===== src/rtl/mem_stage.sv =====
// Memory stage: retires ALU ops, issues stores, and stalls upstream for loads
// until read data returns READ_LATENCY edges after the address is registered.
module mem_stage #(
    parameter int         READ_LATENCY = 1,
    parameter logic [3:0] OP_LD        = 4'h8,
    parameter logic [3:0] OP_ST        = 4'h9
) (
    input  logic        clk,
    input  logic        CPU_RESET_n,
    input  logic [3:0]  x_op,
    input  logic [2:0]  x_dest,
    input  logic [15:0] x_value,
    input  logic [15:0] x_store_data,
    input  logic [15:0] mem_rdata,
    output logic [15:0] mem_addr,
    output logic [15:0] mem_wdata,
    output logic        mem_wren,
    output logic        stall,
    output logic [2:0]  wb_dest,
    output logic [15:0] wb_value,
    output logic        wb_enable,
    output logic [15:0] retired
);

    localparam logic [3:0] OP_ADD = 4'h0;
    localparam logic [3:0] OP_BRZ = 4'h5;
    localparam logic [3:0] OP_SUB = 4'hf;

    typedef enum logic {IDLE, LD_WAIT} state_t;

    state_t      r_state;
    state_t      w_state_nxt;
    logic [2:0]  r_lat_cnt;
    logic [2:0]  w_lat_nxt;
    logic        w_wb_upd;
    logic        w_wb_from_mem;
    logic        w_st;
    logic        w_ld_issue;
    logic        w_retire;

    always_comb begin
        w_state_nxt   = r_state;
        w_lat_nxt     = r_lat_cnt;
        stall         = 1'b0;
        w_wb_upd      = 1'b0;
        w_wb_from_mem = 1'b0;
        w_st          = 1'b0;
        w_ld_issue    = 1'b0;
        w_retire      = 1'b0;
        case (r_state)
            IDLE: begin
                if (x_op == OP_LD) begin
                    stall       = 1'b1;
                    w_ld_issue  = 1'b1;
                    w_lat_nxt   = 3'(READ_LATENCY);
                    w_state_nxt = LD_WAIT;
                end else if (x_op == OP_ST) begin
                    w_st     = 1'b1;
                    w_retire = 1'b1;
                end else if (x_op == OP_ADD || x_op == OP_SUB) begin
                    w_wb_upd = 1'b1;
                    w_retire = 1'b1;
                end else if (x_op == OP_BRZ) begin
                    w_retire = 1'b1;
                end
            end
            LD_WAIT: begin
                if (r_lat_cnt > 3'd1) begin
                    stall     = 1'b1;
                    w_lat_nxt = r_lat_cnt - 3'd1;
                end else begin
                    // x_* still holds the load, so x_dest is the load's target
                    w_wb_upd      = 1'b1;
                    w_wb_from_mem = 1'b1;
                    w_retire      = 1'b1;
                    w_lat_nxt     = 3'd0;
                    w_state_nxt   = IDLE;
                end
            end
            default: w_state_nxt = IDLE;
        endcase
    end

    always_ff @(posedge clk or negedge CPU_RESET_n) begin
        if (!CPU_RESET_n) begin
            r_state   <= IDLE;
            r_lat_cnt <= 3'd0;
            mem_addr  <= 16'h0000;
            mem_wdata <= 16'h0000;
            mem_wren  <= 1'b0;
            wb_dest   <= 3'd0;
            wb_value  <= 16'h0000;
            wb_enable <= 1'b0;
            retired   <= 16'h0000;
        end else begin
            r_state   <= w_state_nxt;
            r_lat_cnt <= w_lat_nxt;
            mem_wren  <= w_st;
            wb_enable <= w_wb_upd && (x_dest != 3'd7);
            if (w_st || w_ld_issue) begin
                mem_addr <= x_value;
            end
            if (w_st) begin
                mem_wdata <= x_store_data;
            end
            if (w_wb_upd) begin
                wb_dest  <= x_dest;
                wb_value <= w_wb_from_mem ? mem_rdata : x_value;
            end
            if (w_retire) begin
                retired <= retired + 16'd1;
            end
        end
    end

endmodule


===== config.mk =====
export PLATFORM = sky130hd
export DESIGN_NAME = mem_stage
export DESIGN_NICKNAME = d
export VERILOG_FILES = /design/src/rtl/mem_stage.sv
export SDC_FILE = /design/constraint.sdc
export NUM_CORES = 1
export LEC_CHECK = 0
export CAP_MARGIN = 0
export CELL_PAD_IN_SITES_DETAIL_PLACEMENT = 0
export CELL_PAD_IN_SITES_GLOBAL_PLACEMENT = 1
export CORE_MARGIN = 8
export CORE_UTILIZATION = 48
export DETAILED_ROUTE_END_ITERATION = 8
export DONT_BUFFER_PORTS = 1
export PLACE_DENSITY = 0.82
export RECOVER_POWER = 50
export SLEW_MARGIN = 20
export SYNTH_ARGS = -nofsm -noshare
export SYNTH_HDL_FRONTEND = slang
export SYNTH_SLANG_ARGS = --single-unit
export TNS_END_PERCENT = 100

===== constraint.sdc =====
create_clock -name clk -period 2.4 [get_ports clk]
set_input_delay 0.6 -clock clk [delete_from_list [all_inputs] [get_ports clk]]
set_output_delay 0.6 -clock clk [all_outputs]
set_load 0.005 [all_outputs]

==> summary.md, run 1 <==
| Metric | Value |
|---|---|
| Setup slack after layout | 241 ps |
| Drt pass-1 iters | 4 |
| Synth area leader | dfrtp_1 |
| Total gr overflow | 0 |
| RR Startpoint | r_lat_cnt[0] |
| Slew margin rel. | -16.9% |
| Drt drc | 0 |
| Failing checks | max-capacitance violations, max-slew violations |
| Crit-path max cell delay | 420 ps |
| Die Footprint | 9390 µm² |
| Final Hold Fails | 0 |
| Top layer in use | met4 |
| Outcome | complete, but fails checks |
| Critical path arrival | 1560 ps |
| Largest net degree at the start of global routing | 74 |
| Most used DFF post-synth | dfrtp_1 |
| Worst slack at placement | 157 ps |
| Power share of the combinational group | 25.3% |
| Ant. Diodes | 0 |
| Area growth syn-to-layout | 10.2% |
| Most frequent cell after synthesis | dfrtp_1 |
| Number of max-cap violations | 1 |
| Via count | 1832 |
| CTS Hold Buffers Added | 1 |
| Worst Setup End Kind | output pin |
| Worst Tran Pin Value | 1750 ps |
| Final Core Density | 54.5% |
| Number of port buffers | 0 |
| Routability cong. | 0.710 |
| Post-route clock period utilization | 90.0% |
| Worst Path Required | 1800 ps |
| Vias per Instance | 5.55 |
| Tot GR Track Use | 14.4% |
| DP HPWL | 4.96 mm |
| Cell Int Power | 3.01 mW |
| Clock share of power | 25.0% |
| Flop pwr share | 49.8% |
| Cts bufs inserted | 9 |
| Top-area cell type share of the netlist area | 58.1% |
| Setup crit start kind | flop |
| Final Setup Violations | 0 |
| PwrDens | 1290 nW/µm² |
| RSZ-0062 raised after global routing | false |
| Ys Warns | 0 |
| Cell Rows | 29 |
| CP cell instances | ha_1 > o21bai_1 > nand3_1 > inv_1 > nor2_1 |
| Distinct cells, synth | 33 |
| WS Path Type | reg -> out |
| Commonest cells in the netlist | 73 x dfrtp_1, 27 x mux2_2, 23 x nand2_1 |
| CTS root buffer | clkbuf_8 |
| Post-synth EDFFs | 0 |
| Synth area leaders | dfrtp_1 58%, mux2_2 9.7%, mux2i_1 5.1%, mux2_4 4.3%, xnor2_1 4.2% |
| Worst reg2reg setup slack | 420 ps |
| P_leak | 1.64 nW |
| FMAX | 463 MHz |
| Post-Syn Instances | 240 |
| Initial Util | 49.5% |
| Initial antenna violation count | 0 |
| Final wirelength | 6.69 mm |
| Share of layout cells above drive strength 1 | 24.5% |
| Die Y | 96.9 µm |
| Syn Area/Cell | 13.1 µm² |
| Overall Power | 4.46 mW |
| Die W | 96.9 µm |
| Met3 routed WL | 683 µm |
| Reg2Reg Depth | 5 |
| CTS tree | built |
| Cts repair resizes | 0 |
| H-tree depth | 3 |
| Max FO, Critical Path | 5 |
| Metal-1 WL | 2.48 mm |
| Final #Nets | 308 |
| Post-synth ARST share | 100% |
| Tmin final | 2160 ps |
| Met2 routed WL | 3.44 mm |
| Ports | 127 |
| Routed WL per cell | 20.3 µm |
| Slowest CP cell | dfrtp_1 |
| Vias in the first global route | 2036 |
| Yosys reg bits | 73 |
| Switch Pwr | 1.44 mW |
| Worst-path clk slew | 70 ps |
| Clock latency on the worst-skew pair | 330 ps |
| Final Skew | 7.18 ps |
| Setup crit start | r_lat_cnt[0] |
| Synth Cell Area | 3140 µm² |
| Antenna-violating nets left | 0 |
| Clock Path Buffers | 2 |
| Clk sink count | 73 |
| Sw Share | 32.4% |
| Worst-case vdd ir drop | 0.000743 V |
| Global-route wire length before repair | 11.0 mm |
| Post-route setup TNS | 0 ps |
| HP Class | in -> reg |
| Critical R2R Capture | wb_dest[1] |
| Count of pins over their slew limit | 74 |
| CORE AREA | 6350 µm² |
| Post-CTS Setup Inserts | 0 |
| Critical path capture point | stall |
| Post-Syn Nets | 300 |
| Register area share after synthesis | 58.1% |
| Drt first-iter violations | 36 |
-- worst max-delay path: cells and delay by family, from the launching register on --
| kind | cells | cell delay [ps] |
|---|---|---|
| buffers and inverters | 1 | 70 |
| adder cells (fa/ha/maj) | 1 | 200 |
| AND/OR/NAND/NOR | 2 | 370 |
| flip-flops | 1 | 420 |
| AO/OA/AOI/OAI | 1 | 170 |
-- layer usage --
| metal | vias up | track usage (%) |
|---|---|---|
| li1 | 855 | - |
| met1 | 898 | 15.7 |
| met2 | 72 | 23.8 |
| met3 | 7 | 6.47 |
| met4 | 0 | 6.04 |
| met5 | - | 0 |
-- layout by cell type, fill, tap and decap left out, types with 2 or more instances in the layout --
| cell | Yosys | layout |
|---|---|---|
| dfrtp_1 | 73 | 73 |
| mux2_2 | 27 | 27 |
| nand2_1 | 23 | 23 |
| o21ai_0 | 19 | 19 |
| mux2i_1 | 16 | 16 |
| xnor2_1 | 15 | 15 |
| nand4_1 | 9 | 9 |
| mux2_4 | 9 | 9 |
| clkbuf_8 | 0 | 9 |
| buf_4 | 1 | 6 |
| inv_1 | 5 | 5 |
| nor2_1 | 5 | 5 |
| nand3_1 | 3 | 3 |
| and3_1 | 3 | 3 |
| ha_1 | 3 | 3 |
| bufinv_16 | 0 | 3 |
| o21ai_2 | 2 | 2 |
| and2_1 | 2 | 2 |
| a211oi_1 | 2 | 2 |
| nand2b_1 | 2 | 2 |
| clkbuf_1 | 2 | 2 |
-- kinds of logic (layout without fill, tap and decap cells) --
| kind of cell | after synthesis | after routing | synth area share [%] |
|---|---|---|---|
| adder cells (fa/ha/maj) | 3 | 3 | 1.19 |
| AO/OA/AOI/OAI | 27 | 27 | 5.14 |
| AND/OR/NAND/NOR | 54 | 54 | 9.43 |
| XOR/XNOR | 16 | 16 | 4.46 |
| multiplexers | 52 | 52 | 19.1 |
| buffers and inverters | 15 | 28 | 2.59 |
| flip-flops | 73 | 73 | 58.1 |
-- metrics by stage --
step           hold WS [ps]  area [µm²]  std cells
2_1_floorplan           304        3140        240
3_3_place_gp            307        3220        313
3_5_place_dp            307        3220        313
4_1_cts                 148        3480        330
5_1_grt                 358        3460        330
6_report                383        3460        330
-- worst min path at each step --
stage                 from            to  slack [ps]  cells after the start
2_1_floorplan  CPU_RESET_n   mem_addr[0]         300                      0
3_3_place_gp   CPU_RESET_n  r_lat_cnt[1]         310                      0
5_1_grt          x_dest[0]     wb_enable         360                      1
6_report         x_dest[0]     wb_enable         380                      1
3_5_place_dp   CPU_RESET_n  r_lat_cnt[1]         310                      0
4_1_cts        CPU_RESET_n   retired[15]         150                      1
-- cell type report --
class                           count  area (µm²)
Tap cell                           77        96.3
Clock buffer                       11         131
Clock inverter                      5         104
Inverter                            5        18.8
Sequential cell                    73        1830
Multi-Input combinational cell    152        1230
Fill cell                         525        2890
Timing Repair Buffer                7        50.0
-- flip-flops by register name, indices dropped and copies added (netlist names) --
name / flops
r_lat_cnt: 3
wb_dest: 3
r_state: 1
wb_enable: 1
wb_value: 16
retired: 16
mem_wren: 1
mem_wdata: 16
mem_addr: 16
-- power groups by stage --
stage / clock, mW / sequential [mW] / combinational (mW)
floorplan: 0 / 2.05 / 0.985
global placement: 0 / 2.25 / 1.08
detailed placement: 0 / 2.26 / 1.13
CTS: 1.15 / 2.24 / 1.16
global route: 1.20 / 2.29 / 1.27
finish: 1.11 / 2.22 / 1.13
(Power assumes the default switching activity.)
==> run 2, diff against run 1 <==
--- a/config.mk
+++ b/config.mk
@@ -12,10 +12,10 @@
 export CORE_UTILIZATION = 48
 export DETAILED_ROUTE_END_ITERATION = 8
 export DONT_BUFFER_PORTS = 1
-export PLACE_DENSITY = 0.82
+export PLACE_DENSITY = 0.81
 export RECOVER_POWER = 50
 export SLEW_MARGIN = 20
 export SYNTH_ARGS = -nofsm -noshare
 export SYNTH_HDL_FRONTEND = slang
 export SYNTH_SLANG_ARGS = --single-unit
-export TNS_END_PERCENT = 100
+export TNS_END_PERCENT = 30
==> run 2 against run 1 <==
Compared with the run above: cell count decreased by 0.30%; largest power group unchanged; largest cell class unchanged; die area is the same; global-route usage rose by 0.18 points; cell area fell by 0.40%; worst setup slack better by 24 ps; combinational power is essentially flat; first-iteration DRC count rose by 8.3%; non-clock buffer count shrank 1; the flow still finishes with violations (max-capacitance violations, max-slew violations); sequential share of layout area up 0.21 points; wire length up 4.5%; total power fell by 0.57%; critical path depth unchanged.
==> summary.md, run 2 (synthesis results as in run 1) <==
| Metric | Value |
|---|---|
| Routability cong. | 0.748 |
| H-tree depth | 3 |
| Vias in the first global route | 1975 |
| CTS tree | built |
| Tmin final | 2130 ps |
| Drt pass-1 iters | 4 |
| Cts bufs inserted | 9 |
| Max FO, Critical Path | 5 |
| Final Skew | 8.29 ps |
| Crit-path leading delay family | flip-flops |
| Post-route setup TNS | 0 ps |
| WS Path Type | reg -> out |
| Number of max-cap violations | 1 |
| Cts repair resizes | 0 |
| Switch Pwr | 1.48 mW |
| Post-layout instance area | 3450 µm² |
| Slew margin rel. | -17.2% |
| Overall Power | 4.43 mW |
| Critical path arrival | 1530 ps |
| Power share of the combinational group | 25.4% |
| Outcome | complete, but fails checks |
| Sw Share | 33.3% |
| Area growth syn-to-layout | 9.71% |
| Worst slack at placement | 475 ps |
| FF+latch area | 1830 µm² |
| Tot GR Track Use | 14.6% |
| Cell Int Power | 2.96 mW |
| Worst Setup End Kind | output pin |
| Die Y | 96.9 µm |
| Final Setup Violations | 0 |
| Drt first-iter violations | 39 |
| Area occupied by multi-input gates | 1230 µm² |
| Routed WL per cell | 21.2 µm |
| Clk sink count | 73 |
| Post-route clock period utilization | 89.0% |
| Final #Nets | 307 |
| DP HPWL | 5.04 mm |
| Die Footprint | 9390 µm² |
| Fillers | 539 |
| Worst-case vdd ir drop | 0.000681 V |
| HP Class | in -> reg |
| Antenna-violating nets left | 0 |
| FMAX | 468 MHz |
| Vias per Instance | 5.51 |
| CP cell instances | ha_1 > o21bai_1 > nand3_1 > inv_1 > nor2_1 |
| Crit-path max cell delay | 430 ps |
| Slowest CP cell | dfrtp_1 |
| Drt drc | 0 |
| Ports | 127 |
| Number of port buffers | 0 |
| Global-route wire length before repair | 11.0 mm |
| Setup crit start kind | flop |
| CTS root buffer | clkbuf_8 |
| Critical path buffer and inverter count | 1 |
| Initial antenna violation count | 0 |
| Commonest non-fill, non-tap cell in the layout | dfrtp_1 |
| Worst-path clk slew | 70 ps |
| Worst Path Required | 1800 ps |
| Share of layout cells above drive strength 1 | 25.0% |
| Worst Tran Pin Value | 1760 ps |
| PwrDens | 1290 nW/µm² |
| RSZ-0062 raised after global routing | false |
| Cell Rows | 29 |
| Clock Path Buffers | 2 |
| Initial Util | 49.5% |
| Die W | 96.9 µm |
| Clock share of power | 24.4% |
| CORE AREA | 6350 µm² |
| Setup slack after layout | 265 ps |
| Largest net degree at the start of global routing | 74 |
| Count of pins over their slew limit | 74 |
| Failing checks | max-capacitance violations, max-slew violations |
| Flop pwr share | 50.2% |
| Ant. Diodes | 0 |
| Total gr overflow | 0 |
| DP Area | 3210 µm² |
| Final Hold Fails | 0 |
| P_leak | 1.64 nW |
| Final Core Density | 54.3% |
| Via count | 1813 |
| Final wirelength | 6.99 mm |
| Clock latency on the worst-skew pair | 330 ps |
| Most frequent cells in the layout | 73 x dfrtp_1, 27 x mux2_2, 23 x nand2_1 |
run 2: power by group through the flow:
stage	registers (mW)	logic, mW	clock network (mW)
final	2.23	1.12	1.08
after global routing	2.30	1.27	1.16
after floorplan	2.05	0.985	0
after global placement	2.25	1.07	0
after detailed placement	2.26	1.12	0
after CTS	2.25	1.15	1.11
run 2: through the flow:
step | std cells | hold slack (ps)
after floorplan | 240 | 304
after global placement | 312 | 308
after detailed placement | 312 | 308
after CTS | 329 | 154
after global routing | 329 | 368
final | 329 | 367
run 2: timing repair:
item                      in CTS  in global routing
setup buffers                  0                  0
hold buffers                   1                  0
hold endpoints to repair      73                  0
run 2: final timing paths:
check,startpoint,to,slack [ps],cells after the start
max,r_lat_cnt[0],stall,270,5
min,x_dest[0],wb_enable,370,1
max reg2reg,r_lat_cnt[0],wb_value[4],540,6
min reg2reg,retired[15],retired[15],510,1
max in group asynchronous,CPU_RESET_n,wb_value[14],630,1
min in group asynchronous,CPU_RESET_n,retired[9],730,1
run 2: cell type report:
cell class | count | share of cell area, %
clock buffer | 12 | 4.50
tap | 77 | 2.79
sequential | 73 | 53.0
timing repair buffer | 6 | 1.23
clock inverter | 4 | 2.14
multi-input combinational | 152 | 35.8
inverter | 5 | 0.544
run 2: routing by layer:
metal  vias up  share of wire [%]  GRT usage [%]
met5         -                  0              0
met4         0                1.4           5.68
met3         9                 11           7.75
met2        74                 50           23.6
met1       877                 38           15.6
li1        853                  -              -
==> variant: new RTL, settings of run 2 <==
Put one more register stage on the output `retired`. The value now appears one clock later. The other outputs are not delayed to match.
--- a/src/rtl/mem_stage.sv
+++ b/src/rtl/mem_stage.sv
@@ -27,6 +27,8 @@
     localparam logic [3:0] OP_SUB = 4'hf;
 
     typedef enum logic {IDLE, LD_WAIT} state_t;
+
+    logic [15:0] retired_s0;
 
     state_t      r_state;
     state_t      w_state_nxt;
@@ -91,7 +93,7 @@
             wb_dest   <= 3'd0;
             wb_value  <= 16'h0000;
             wb_enable <= 1'b0;
-            retired   <= 16'h0000;
+            retired_s0 <= 16'h0000;
         end else begin
             r_state   <= w_state_nxt;
             r_lat_cnt <= w_lat_nxt;
@@ -108,10 +110,14 @@
                 wb_value <= w_wb_from_mem ? mem_rdata : x_value;
             end
             if (w_retire) begin
-                retired <= retired + 16'd1;
+                retired_s0 <= retired_s0 + 16'd1;
             end
         end
     end
 
+    always_ff @(posedge clk) begin
+        retired <= retired_s0;
+    end
+
 endmodule
 
Check against the original RTL: not equivalent (Yosys sat finds a counterexample within 4 cycles, from zero or initial values and one cycle with CPU_RESET_n low).
==> variant against run 2 <==
  * The run still ends with capacitance limit, slew limit left
  * Cell area is 9.4% higher
  * Worst hold slack improved by 0.0024 ns
  * Wire length rose by 0.99%
  * Total power rose by 5.9%
  * Area after synthesis grew 10%
  * Clock skew is 0.0023 ns lower
  * Setup slack got worse by 0.025 ns
  * Combinational power hardly changed
  * Sequential cell count is 16 higher
  * Non-clock buffer count stayed put
  * Highest routed layer unchanged
==> variant: results (changes against run 2) <==
clock_network:
  cts_buffer_depth: 2  # unchanged
  cts-resized-gates: 0  # unchanged
  cts_hold_buffers: 1  # unchanged
  cts_inserted_buffers: 9  # unchanged
  clk_pin_slew_ns: 0.08
finish:
  fillCellCount: 637  # +18%
  antenna-diode-count: 0  # unchanged
  drive_gt1_frac: 0.228  # -0.0224
drt:
  routed_wirelength_mm: 7.05  # +0.99%
  drc: 0  # unchanged
  drt_first_pass_iters: 4  # unchanged
  drtIter0Drc: 48  # +23%
  viasPerCell: 5.29  # -3.9%
global_routing:
  grt_pass1_vias: 2130  # +7.8%
  grtUsageTotal: 0.138  # -0.00778
  grt_pass1_wl_mm: 11.0  # unchanged
  grt_max_degree: 74  # unchanged
  antenna_found_initial: 0  # unchanged
logic_synthesis:
  syn_nets: 316  # +5.3%
  ys_types: 34  # +3.0%
  ys_async_sr_fraction: 0.820  # -0.180
  synth.cells.most_frequent: "73 x dfrtp_1, 27 x mux2_2, 23 x nand2_1"
  yosys-top-cells-area: "dfrtp_1 53%, dfxtp_1 9.2%, mux2_2 8.8%"
  ys_seq_area_frac: 0.620  # +0.0387
  synth-warning-count: 0  # unchanged
critical_path:
  crit_fanout: 5  # unchanged
  cp.arrival_ns: 1.56  # +0.03 ns
  max_stage_delay_ns: 0.43  # about the same
  cp_slowest_cell: "dfrtp_1"
timing:
  slew_violations: 74  # unchanged
  final-setup-viol-count: 0  # unchanged
  fin_skew_ns: 0.00600  # -0.00228 ns
  slew_headroom: -0.181  # -0.00994
power:
  leakagePower_uw: 0.00175  # +6.7%
  vdd_drop_max_v: 0.000618  # -9.2%
placement:
  dp_hpwl_mm: 5.07  # +0.54%
  gp_congestion: 0.735  # -1.8%
  port_buffers: 0  # unchanged
run_status:
  status: "complete, but fails checks"
  violations: "capacitance limit, slew limit"
job:
  maxCapViolCount: 1  # unchanged
==> variant: changes by cell type after synthesis, sizes merged <==
cell | run 2 | this run
dfxtp | 0 | 16
==> variant: kinds of logic (layout without fill, tap and decap cells) <==
group,count (synthesis),count (layout),share of synthesized area
flops,89,89,0.620
simple gates,54,54,0.0856
mux,52,52,0.173
compound gates,27,27,0.0466
xor+xnor,16,16,0.0405
buf+inv,15,27,0.0235
fa+ha+maj,3,3,0.0108
==> variant: per-layer routing <==
metal,vias to the layer above,track usage,wire length [µm]
li1,898,-,-
met1,949,0.143,2620
met2,92,0.227,3320
met3,4,0.0822,1040
met4,0,0.0481,68
met5,-,0,0
==> variant: path summary, 6_finish.rpt <==
check                                                 from                        end  slack [ns]  cells after the start
worst max-delay path              r_lat_cnt[0]$_DFFE_PN0P_                      stall        0.24                      5
worst min-delay path                             x_dest[0]        wb_enable$_DFF_PN0_        0.37                      1
worst min register to register  retired_s0[15]$_DFFE_PN0P_        retired[15]$_DFF_P_        0.41                      0
min in group asynchronous                      CPU_RESET_n   mem_addr[14]$_DFFE_PN0P_        0.73                      1
worst max register to register           r_state$_DFF_PN0_  mem_wdata[10]$_DFFE_PN0P_        0.41                      3
max in group asynchronous                      CPU_RESET_n    mem_addr[1]$_DFFE_PN0P_        0.62                      1
==> variant: stage by stage <==
stage | instance area, µm² | worst slack (ns) | hold slack [ns] | cells
2_1_floorplan | 3460 | 0.250 | 0.304 | 256
3_3_place_gp | 3560 | 0.338 | 0.306 | 350
3_5_place_dp | 3560 | 0.270 | 0.307 | 350
4_1_cts | 3800 | 0.187 | 0.142 | 367
5_1_grt | 3770 | 0.112 | 0.345 | 367
6_report | 3770 | 0.240 | 0.369 | 367
==> variant: cell type report <==
cell class | instances | area share
well taps | 99 | 0.0328
multi-input cells | 152 | 0.325
clock buffers | 14 | 0.0518
repair buffers | 6 | 0.0113
clock inverters | 2 | 0.00431
inverters | 5 | 0.00498
flip-flops and latches | 89 | 0.569
==> variant: report_power, final <==
group / internal (µW) / switching, µW
logic: 586 / 533
registers: 2060 / 489
clock network: 536 / 493
total: 3180 / 1520
==> variant: worst max-delay path, delay by kind of cell, from the launching register on <==
kind | cells | cell delay, ns
simple gates | 2 | 0.33
buf+inv | 1 | 0.07
flops | 1 | 0.43
fa+ha+maj | 1 | 0.21
compound gates | 1 | 0.17
